<file path="config.mk">
export PLATFORM = sky130hd
export DESIGN_NAME = matrix_scan_driver_flat
export DESIGN_NICKNAME = d
export VERILOG_FILES = /design/src/rtl/matrix_scan_if.sv /design/src/rtl/matrix_scan_driver.sv /design/src/flat_wrapper.sv
export SDC_FILE = /design/constraint.sdc
export NUM_CORES = 1
export LEC_CHECK = 0
export ABC_AREA = 1
export CORE_ASPECT_RATIO = 1.75
export CORE_MARGIN = 10
export CORE_UTILIZATION = 49
export CTS_CLUSTER_SIZE = 12
export DETAILED_ROUTE_END_ITERATION = 10
export GPL_TIMING_DRIVEN = 0
export PLACE_DENSITY = 0.83
export SLEW_MARGIN = 15
export SYNTH_ARGS = -nofsm -noshare
export SYNTH_HDL_FRONTEND = slang
export SYNTH_SLANG_ARGS = --single-unit
</file>
<file path="constraint.sdc">
create_clock -name clk -period 4.6 [get_ports clk]
set_clock_uncertainty 0.1 [all_clocks]
set_input_delay 0.92 -clock clk [delete_from_list [all_inputs] [get_ports clk]]
set_output_delay 0.92 -clock clk [all_outputs]
set_load 0.02 [all_outputs]
</file>
<file path="src/rtl/matrix_scan_if.sv">
// Frame handshake between the game core (master) and the LED matrix scanner (slave).
interface matrix_scan_if #(
  parameter int unsigned GS = 8
);
  logic [GS*GS-1:0] frame_i;
  logic             frame_valid_i;
  logic             frame_ready_o;

  modport master (output frame_i, output frame_valid_i, input frame_ready_o);
  modport slave  (input frame_i, input frame_valid_i, output frame_ready_o);
endinterface

</file>
<file path="src/rtl/matrix_scan_driver.sv">
// Row-multiplexed LED matrix driver: double-buffered frames, per-row dwell, blanking gap.
module matrix_scan_driver #(
  parameter int unsigned GS    = 8,
  parameter int unsigned DWELL = 1024,
  parameter int unsigned BLANK = 2
) (
  input  logic          clk,
  input  logic          rst_n,
  input  logic          ena,
  matrix_scan_if.slave  fb,
  output logic [GS-1:0] row_o,
  output logic [GS-1:0] col_o,
  output logic          frame_start_o
);
  localparam int unsigned NPIX = GS * GS;
  localparam int unsigned RW   = (GS > 1) ? $clog2(GS) : 1;
  localparam int unsigned PMAX = (DWELL > BLANK) ? DWELL : BLANK;
  localparam int unsigned PW   = (PMAX > 1) ? $clog2(PMAX) : 1;

  typedef enum logic [1:0] {S_IDLE, S_SHOW, S_BLANK} state_e;

  state_e            state_q, state_d;
  logic [RW-1:0]     row_q, row_d;
  logic [PW-1:0]     phase_q, phase_d;
  logic [NPIX-1:0]   active_q, active_d;
  logic [NPIX-1:0]   pending_q, pending_d;
  logic              pending_full_q, pending_full_d;
  logic [GS-1:0]     row_out_q, row_out_d;
  logic [GS-1:0]     col_out_q, col_out_d;
  logic              frame_start_q, frame_start_d;
  logic              frame_ready;
  logic              accept;
  logic              swap;

  assign frame_ready      = ~pending_full_q & rst_n;
  assign fb.frame_ready_o = frame_ready;
  assign accept           = fb.frame_valid_i & frame_ready;

  assign row_o         = row_out_q;
  assign col_o         = col_out_q;
  assign frame_start_o = frame_start_q;

  // Next-state, buffer management and registered-output preparation.
  always_comb begin
    state_d        = state_q;
    row_d          = row_q;
    phase_d        = phase_q;
    active_d       = active_q;
    pending_d      = pending_q;
    pending_full_d = pending_full_q;
    swap           = 1'b0;
    row_out_d      = '0;
    col_out_d      = '1;
    frame_start_d  = 1'b0;

    if (accept) begin
      pending_d      = fb.frame_i;
      pending_full_d = 1'b1;
    end

    if (!ena) begin
      state_d = S_IDLE;
      row_d   = '0;
      phase_d = '0;
    end else begin
      case (state_q)
        S_IDLE: begin
          state_d = S_SHOW;
          row_d   = '0;
          phase_d = '0;
          swap    = pending_full_q;
        end
        S_SHOW: begin
          if (phase_q == PW'(DWELL - 1)) begin
            state_d = S_BLANK;
            phase_d = '0;
          end else begin
            phase_d = phase_q + PW'(1);
          end
        end
        S_BLANK: begin
          if (phase_q == PW'(BLANK - 1)) begin
            state_d = S_SHOW;
            phase_d = '0;
            // Wrapping past the last row is the only place a new frame may appear.
            if (row_q == RW'(GS - 1)) begin
              row_d = '0;
              swap  = pending_full_q;
            end else begin
              row_d = row_q + RW'(1);
            end
          end else begin
            phase_d = phase_q + PW'(1);
          end
        end
        default: begin
          state_d = S_IDLE;
          row_d   = '0;
          phase_d = '0;
        end
      endcase
    end

    if (swap) begin
      active_d       = pending_q;
      pending_full_d = 1'b0;
    end

    if (state_d == S_SHOW) begin
      row_out_d     = GS'(1) << row_d;
      col_out_d     = ~active_d[32'(row_d) * GS +: GS];
      frame_start_d = (row_d == '0) && (phase_d == '0);
    end
  end

  // State and output registers with synchronous reset.
  always_ff @(posedge clk) begin
    if (!rst_n) begin
      state_q        <= S_IDLE;
      row_q          <= '0;
      phase_q        <= '0;
      active_q       <= '0;
      pending_q      <= '0;
      pending_full_q <= 1'b0;
      row_out_q      <= '0;
      col_out_q      <= '1;
      frame_start_q  <= 1'b0;
    end else begin
      state_q        <= state_d;
      row_q          <= row_d;
      phase_q        <= phase_d;
      active_q       <= active_d;
      pending_q      <= pending_d;
      pending_full_q <= pending_full_d;
      row_out_q      <= row_out_d;
      col_out_q      <= col_out_d;
      frame_start_q  <= frame_start_d;
    end
  end
endmodule

</file>
<file path="src/flat_wrapper.sv">
// flat-port wrapper written by rule: the top's interface ports become plain ports
module matrix_scan_driver_flat 
#(
  parameter int unsigned GS    = 8,
  parameter int unsigned DWELL = 1024,
  parameter int unsigned BLANK = 2
)
  (clk, rst_n, ena, row_o, col_o, frame_start_o, fb_frame_i, fb_frame_valid_i, fb_frame_ready_o);
  matrix_scan_if #(.GS(GS)) fb_i ();
  input  logic clk;
  input  logic rst_n;
  input  logic ena;
  output logic [GS-1:0] row_o;
  output logic [GS-1:0] col_o;
  output logic frame_start_o;
  input wire logic [$bits(fb_i.frame_i)-1:0] fb_frame_i;
  input wire logic [$bits(fb_i.frame_valid_i)-1:0] fb_frame_valid_i;
  output wire logic [$bits(fb_i.frame_ready_o)-1:0] fb_frame_ready_o;
  assign fb_i.frame_i = fb_frame_i;
  assign fb_i.frame_valid_i = fb_frame_valid_i;
  assign fb_frame_ready_o = fb_i.frame_ready_o;
  matrix_scan_driver #(.GS(GS), .DWELL(DWELL), .BLANK(BLANK)) u_core (.clk(clk), .rst_n(rst_n), .ena(ena), .fb(fb_i), .row_o(row_o), .col_o(col_o), .frame_start_o(frame_start_o));
endmodule
</file>
# After elaboration in Yosys (flattened, before gate mapping)
# Cells that the tools add are included.
# word_totals
reg_bits	161
# classes
mux	17
n_addsub	2
n_bitwise	5
reduce_logical	6
n_eq_ne	6
shift	2
# ops
operator	count
$mux 64	1
$shiftx 64x7->8	1
$mux 10	3
$pmux 10 s2	1
$add 10x1->10 const B	1
$eq 10x1->1 const B	1
$eq 10x10->1 const B	1
$logic_not 10->1	1
$mux 3	3
$not 8->8	1
$shl 1x3->8 const A	1
$mux 2	3
$pmux 2 s3	1
$pmux 3 s2	1
$eq 2x1->1 const B	2
$add 3x1->3 const B	1
$eq 3x3->1 const B	1
$logic_not 3->1	1
$mux 1	3
$and 1x1->1	2
$eq 2x2->1 const B	1
$logic_not 2->1	1
$not 1->1	2
$pmux 1 s2	1
other kinds (3)	3

# Depth between registers and ports, before layout
# logic_depth
depth_word	8
mapped_depth	15
depth_no_buf	14

# Worst setup path before layout
# Ideal clock, no wire load.
# synth_path
path_type	input-to-output
start	input rst_n
end	output fb_frame_ready_o
path_slack_ns	1.709
arrival_ns	1.871
stages	5
required_time_ns	3.580
path_cell_list	buf_2 -> inv_1 -> clkbuf_1 -> clkbuf_1 -> nor2_1
# synth_via
elab_chain_len	1
# synth_rtl
element	line	text
start, declared	flat_wrapper.sv:11	input logic rst_n;
$and 1x1->1	matrix_scan_driver.sv:35	assign frame_ready = ~pending_full_q & rst_n;
end, declared	flat_wrapper.sv:18	output wire logic [$bits(fb_i.frame_ready_o)-1:0] fb_frame_ready_o;
# No other way between the ends.

# Worst setup path in the final report
# Same ends and word-level chain as after synthesis.

==> metrics.txt <==
# TYPE chip_impl_metric gauge
chip_impl_info{name="run_status",value="finished clean"} 1
chip_impl_metric{name="post_cts_resize_count",unit=""} 0
chip_impl_metric{name="synth.distinct_cells",unit=""} 37
chip_impl_metric{name="hold_buffers",unit=""} 0
chip_impl_metric{name="critical_path_peak_fanout",unit=""} 10
chip_impl_metric{name="worst-endpoint-arrival",unit="ns"} 3.04
chip_impl_metric{name="ys_seq_elements",unit=""} 161
chip_impl_info{name="layout_common_cells",value="sky130_fd_sc_hd__nand2_1 (296), sky130_fd_sc_hd__dfxtp_1 (161), sky130_fd_sc_hd__nand3_1 (116), sky130_fd_sc_hd__inv_1 (92), sky130_fd_sc_hd__clkdlybuf4s50_1 (84)"} 1
chip_impl_metric{name="leakage",unit="uW"} 0.00381
chip_impl_metric{name="grt_usage",unit="%"} 19.8
chip_impl_info{name="cts_tree",value="yes"} 1
chip_impl_metric{name="drt.antenna.violating_nets",unit=""} 0
chip_impl_metric{name="grt_max_degree",unit=""} 17
chip_impl_metric{name="detail_route.drc_violations",unit=""} 0
chip_impl_metric{name="final_layout_size_suffix_gt1_share",unit="%"} 11.8
chip_impl_metric{name="finish.utilization",unit="%"} 61.5
chip_impl_metric{name="timing.slew.headroom",unit="%"} 55.0
chip_impl_metric{name="post_route_hold_slack",unit="ns"} 0.367
chip_impl_info{name="timing.critical_path.from_type",value="input pin"} 1
chip_impl_metric{name="drt_wl_total",unit="um"} 20600
chip_impl_metric{name="post_cts.repair.setup_buffers",unit=""} 0
chip_impl_metric{name="cts.path.max_buffers",unit=""} 2
chip_impl_metric{name="timing.max_cap.violations",unit=""} 0
chip_impl_metric{name="summed_negative_setup_slack_over_all_endpoints",unit="ns"} 0
chip_impl_metric{name="dpl-instance-area",unit="um2"} 8460
chip_impl_info{name="grt_setup_unrepaired",value="false"} 1
chip_impl_metric{name="nets",unit=""} 1161
chip_impl_metric{name="worst_slew_pin_slew",unit="ns"} 0.675
chip_impl_metric{name="setup_viol",unit=""} 0
chip_impl_metric{name="synth.yosys.seq_area_share",unit="%"} 43.6
chip_impl_metric{name="initialDrtViolationCount",unit=""} 509
chip_impl_metric{name="dp_hpwl",unit="um"} 15300
chip_impl_metric{name="syn_area",unit="um2"} 7390
chip_impl_metric{name="detailroute.via_count",unit=""} 6809
chip_impl_metric{name="die-width",unit="um"} 113
chip_impl_metric{name="report.final.slew_viol_count",unit=""} 0
chip_impl_metric{name="mappedNetlistNets",unit=""} 1058
chip_impl_metric{name="row_count",unit=""} 59
chip_impl_metric{name="flow.area_growth_from_synthesis",unit="%"} 23.6
chip_impl_info{name="synth.area.top_cells",value="sky130_fd_sc_hd__dfxtp_1 (44%), sky130_fd_sc_hd__nand2_1 (15%), sky130_fd_sc_hd__nand3_1 (7.9%)"} 1
chip_impl_metric{name="clk_pin_slew_worst_paths",unit="ns"} 0.06
chip_impl_metric{name="fmaxAchievable",unit="MHz"} 246
chip_impl_metric{name="chipHeight",unit="um"} 182
chip_impl_metric{name="cts.htree.levels",unit=""} 4
chip_impl_metric{name="tritoncts.num_buffers",unit=""} 17
chip_impl_info{name="beginning_of_the_critical_path",value="rst_n"} 1
chip_impl_info{name="post-synth-top-area-cell",value="sky130_fd_sc_hd__dfxtp_1"} 1
chip_impl_metric{name="post-layout-total-power",unit="uW"} 3450
chip_impl_metric{name="io_buffers",unit=""} 84
chip_impl_metric{name="clk_sink_count",unit=""} 161
chip_impl_metric{name="grt_pass1_wl",unit="um"} 32900
chip_impl_metric{name="max-vdd-ir-drop",unit="mV"} 0.257
chip_impl_metric{name="coreArea",unit="um2"} 14800
chip_impl_metric{name="grt_overflow_total",unit=""} 0
chip_impl_metric{name="final_layout_fill_cell_count",unit=""} 1228
chip_impl_metric{name="cp_data_required_time",unit="ns"} 3.58
chip_impl_metric{name="route.detailed.vias_per_inst",unit=""} 5.32
chip_impl_metric{name="clock_latency",unit="ns"} 0.43
chip_impl_metric{name="period_minus_slack",unit="ns"} 4.06
chip_impl_metric{name="grt_pass1_vias",unit=""} 6817
chip_impl_metric{name="rrSetupSlack",unit="ns"} 2.22
chip_impl_metric{name="yosys_warnings",unit=""} 0
chip_impl_metric{name="min_period_over_period",unit="%"} 88.3
chip_impl_metric{name="io_pins",unit=""} 86
chip_impl_metric{name="place.gp.congestion",unit=""} 0.971
chip_impl_metric{name="route.detailed.wl_per_inst",unit="um"} 16.1
chip_impl_info{name="cp-end-kind",value="output port"} 1
chip_impl_metric{name="antenna-diode-count",unit=""} 0
chip_impl_info{name="setup.worst_path.class",value="in -> out"} 1
chip_impl_info{name="commonest_non_fill_non_tap_cell_in_the_layout",value="sky130_fd_sc_hd__nand2_1"} 1
chip_impl_metric{name="fp.dieArea",unit="um2"} 20600
chip_impl_metric{name="timing_hold_violations_final",unit=""} 0
chip_impl_info{name="clockRootBuffer",value="sky130_fd_sc_hd__clkbuf_16"} 1
chip_impl_info{name="holdCritPathClass",value="reg -> reg"} 1
chip_impl_metric{name="firstDrtPassIters",unit=""} 5
chip_impl_metric{name="syn_area_per_cell",unit="um2"} 7.53
chip_impl_metric{name="initial_utilization",unit="%"} 49.8
chip_impl_metric{name="power-per-cell-area",unit="nW/um2"} 378
chip_impl_info{name="rr_startpoint",value="u_core.state_q[0]$_SDFF_PN0_"} 1
chip_impl_metric{name="final_design_area_no_fill",unit="um2"} 9130
chip_impl_metric{name="syn_inst",unit=""} 982
chip_impl_metric{name="grt_antenna_before_repair",unit=""} 0
chip_impl_info{name="hold_path_startpoint",value="u_core.active_q[61]$_SDFF_PN0_"} 1
chip_impl_metric{name="synthDominantCellAreaShare",unit="%"} 43.6
## metrics by stage
stage	worst slack [ns]	std cells
after floorplan	1.71	982
after global placement	0.625	1249
after detailed placement	0.628	1249
after CTS	0.583	1281
after global routing	0.469	1281
final	0.540	1281
## kinds of logic after synthesis
group / Yosys count / synth area share [%]
flops: 161 / 43.6
buf+inv: 156 / 10.5
compound gates: 109 / 8.82
xor+xnor: 2 / 0.237
fa+ha+maj: 8 / 1.35
simple gates: 546 / 35.5
## synth_stat cells
library cell                count
sky130_fd_sc_hd__nor2_4         1
sky130_fd_sc_hd__nor2_2         2
sky130_fd_sc_hd__dfxtp_1      161
sky130_fd_sc_hd__nor2_1        62
sky130_fd_sc_hd__o2111ai_1      1
sky130_fd_sc_hd__o31ai_1       32
sky130_fd_sc_hd__clkinv_8       2
sky130_fd_sc_hd__xor2_1         2
sky130_fd_sc_hd__nand2_8        2
sky130_fd_sc_hd__clkinv_1       1
sky130_fd_sc_hd__a21oi_1       36
sky130_fd_sc_hd__buf_12         5
sky130_fd_sc_hd__clkbuf_1      25
sky130_fd_sc_hd__a21oi_4        1
sky130_fd_sc_hd__nand3_2       43
sky130_fd_sc_hd__inv_2          3
sky130_fd_sc_hd__buf_6          8
sky130_fd_sc_hd__o211ai_1       1
sky130_fd_sc_hd__nor2_8         2
sky130_fd_sc_hd__o21ai_0       35
sky130_fd_sc_hd__nand2_1      296
sky130_fd_sc_hd__inv_1         92
sky130_fd_sc_hd__nand3_4        1
sky130_fd_sc_hd__buf_1          2
sky130_fd_sc_hd__nor3b_1        1
sky130_fd_sc_hd__nand2_2        5
sky130_fd_sc_hd__nor3_1         6
sky130_fd_sc_hd__nand4_1        5
sky130_fd_sc_hd__buf_2         17
sky130_fd_sc_hd__nand3_1      116
sky130_fd_sc_hd__buf_4          1
sky130_fd_sc_hd__nand2_4        3
sky130_fd_sc_hd__o21bai_1       1
sky130_fd_sc_hd__a21o_1         1
sky130_fd_sc_hd__ha_1           8
sky130_fd_sc_hd__nor3_2         1
sky130_fd_sc_hd__o21ai_2        1
## worst max-delay path: stages
cell                              delay [ns]
sky130_fd_sc_hd__buf_2                  0.16
sky130_fd_sc_hd__inv_1                  0.27
sky130_fd_sc_hd__clkbuf_1               0.52
sky130_fd_sc_hd__clkbuf_1               0.43
sky130_fd_sc_hd__nor2_1                 0.16
sky130_fd_sc_hd__clkdlybuf4s50_1        0.57
## layer usage
metal | share of wire (%) | vias to the layer above | routed length, um | track usage (%)
met5 | 0 | - | 0 | 0
met4 | 5.3 | 0 | 1090 | 11.8
met3 | 5.0 | 65 | 1040 | 3.84
met2 | 53 | 235 | 10900 | 36.5
met1 | 37 | 3152 | 7600 | 19.7
li1 | - | 3357 | - | -
## registers in the layout, indices dropped and copies added (netlist names)
signal and count:
u_core.active_q 64, u_core.col_o 8, u_core.frame_start_o 1, u_core.pending_full_q 1
u_core.pending_q 64, u_core.phase_q 10, u_core.row_o 8, u_core.row_q 3
u_core.state_q 2
## report_power, final
part           total, uW  internal, uW  switching (uW)
combinational        360           145             215
sequential          1490          1460            27.8
clock               1600          1010             591
total               3450          2620             834
## worst paths after layout
| path | endpoint | depth (start not counted) |
|---|---|---|
| worst max-delay path | fb_frame_ready_o | 6 |
| worst min-delay path | u_core.active_q[61]$_SDFF_PN0_ | 2 |
| worst max register to register | u_core.col_o[2]$_SDFF_PP1_ | 11 |
| worst min register to register | u_core.active_q[61]$_SDFF_PN0_ | 2 |
## final cells by class
class                   instances  area (um2)  area share, %
clock buffers                  20         467           5.11
plain buffers                  58         384           4.21
inverters                      98         393           4.30
clock inverters                12         204           2.23
well taps                     183         229           2.51
flip-flops and latches        161        3220           35.3
repair buffers                 84         841           9.21
multi-input cells             665        3390           37.1
Note: power is estimated with default switching activity, not from simulation.
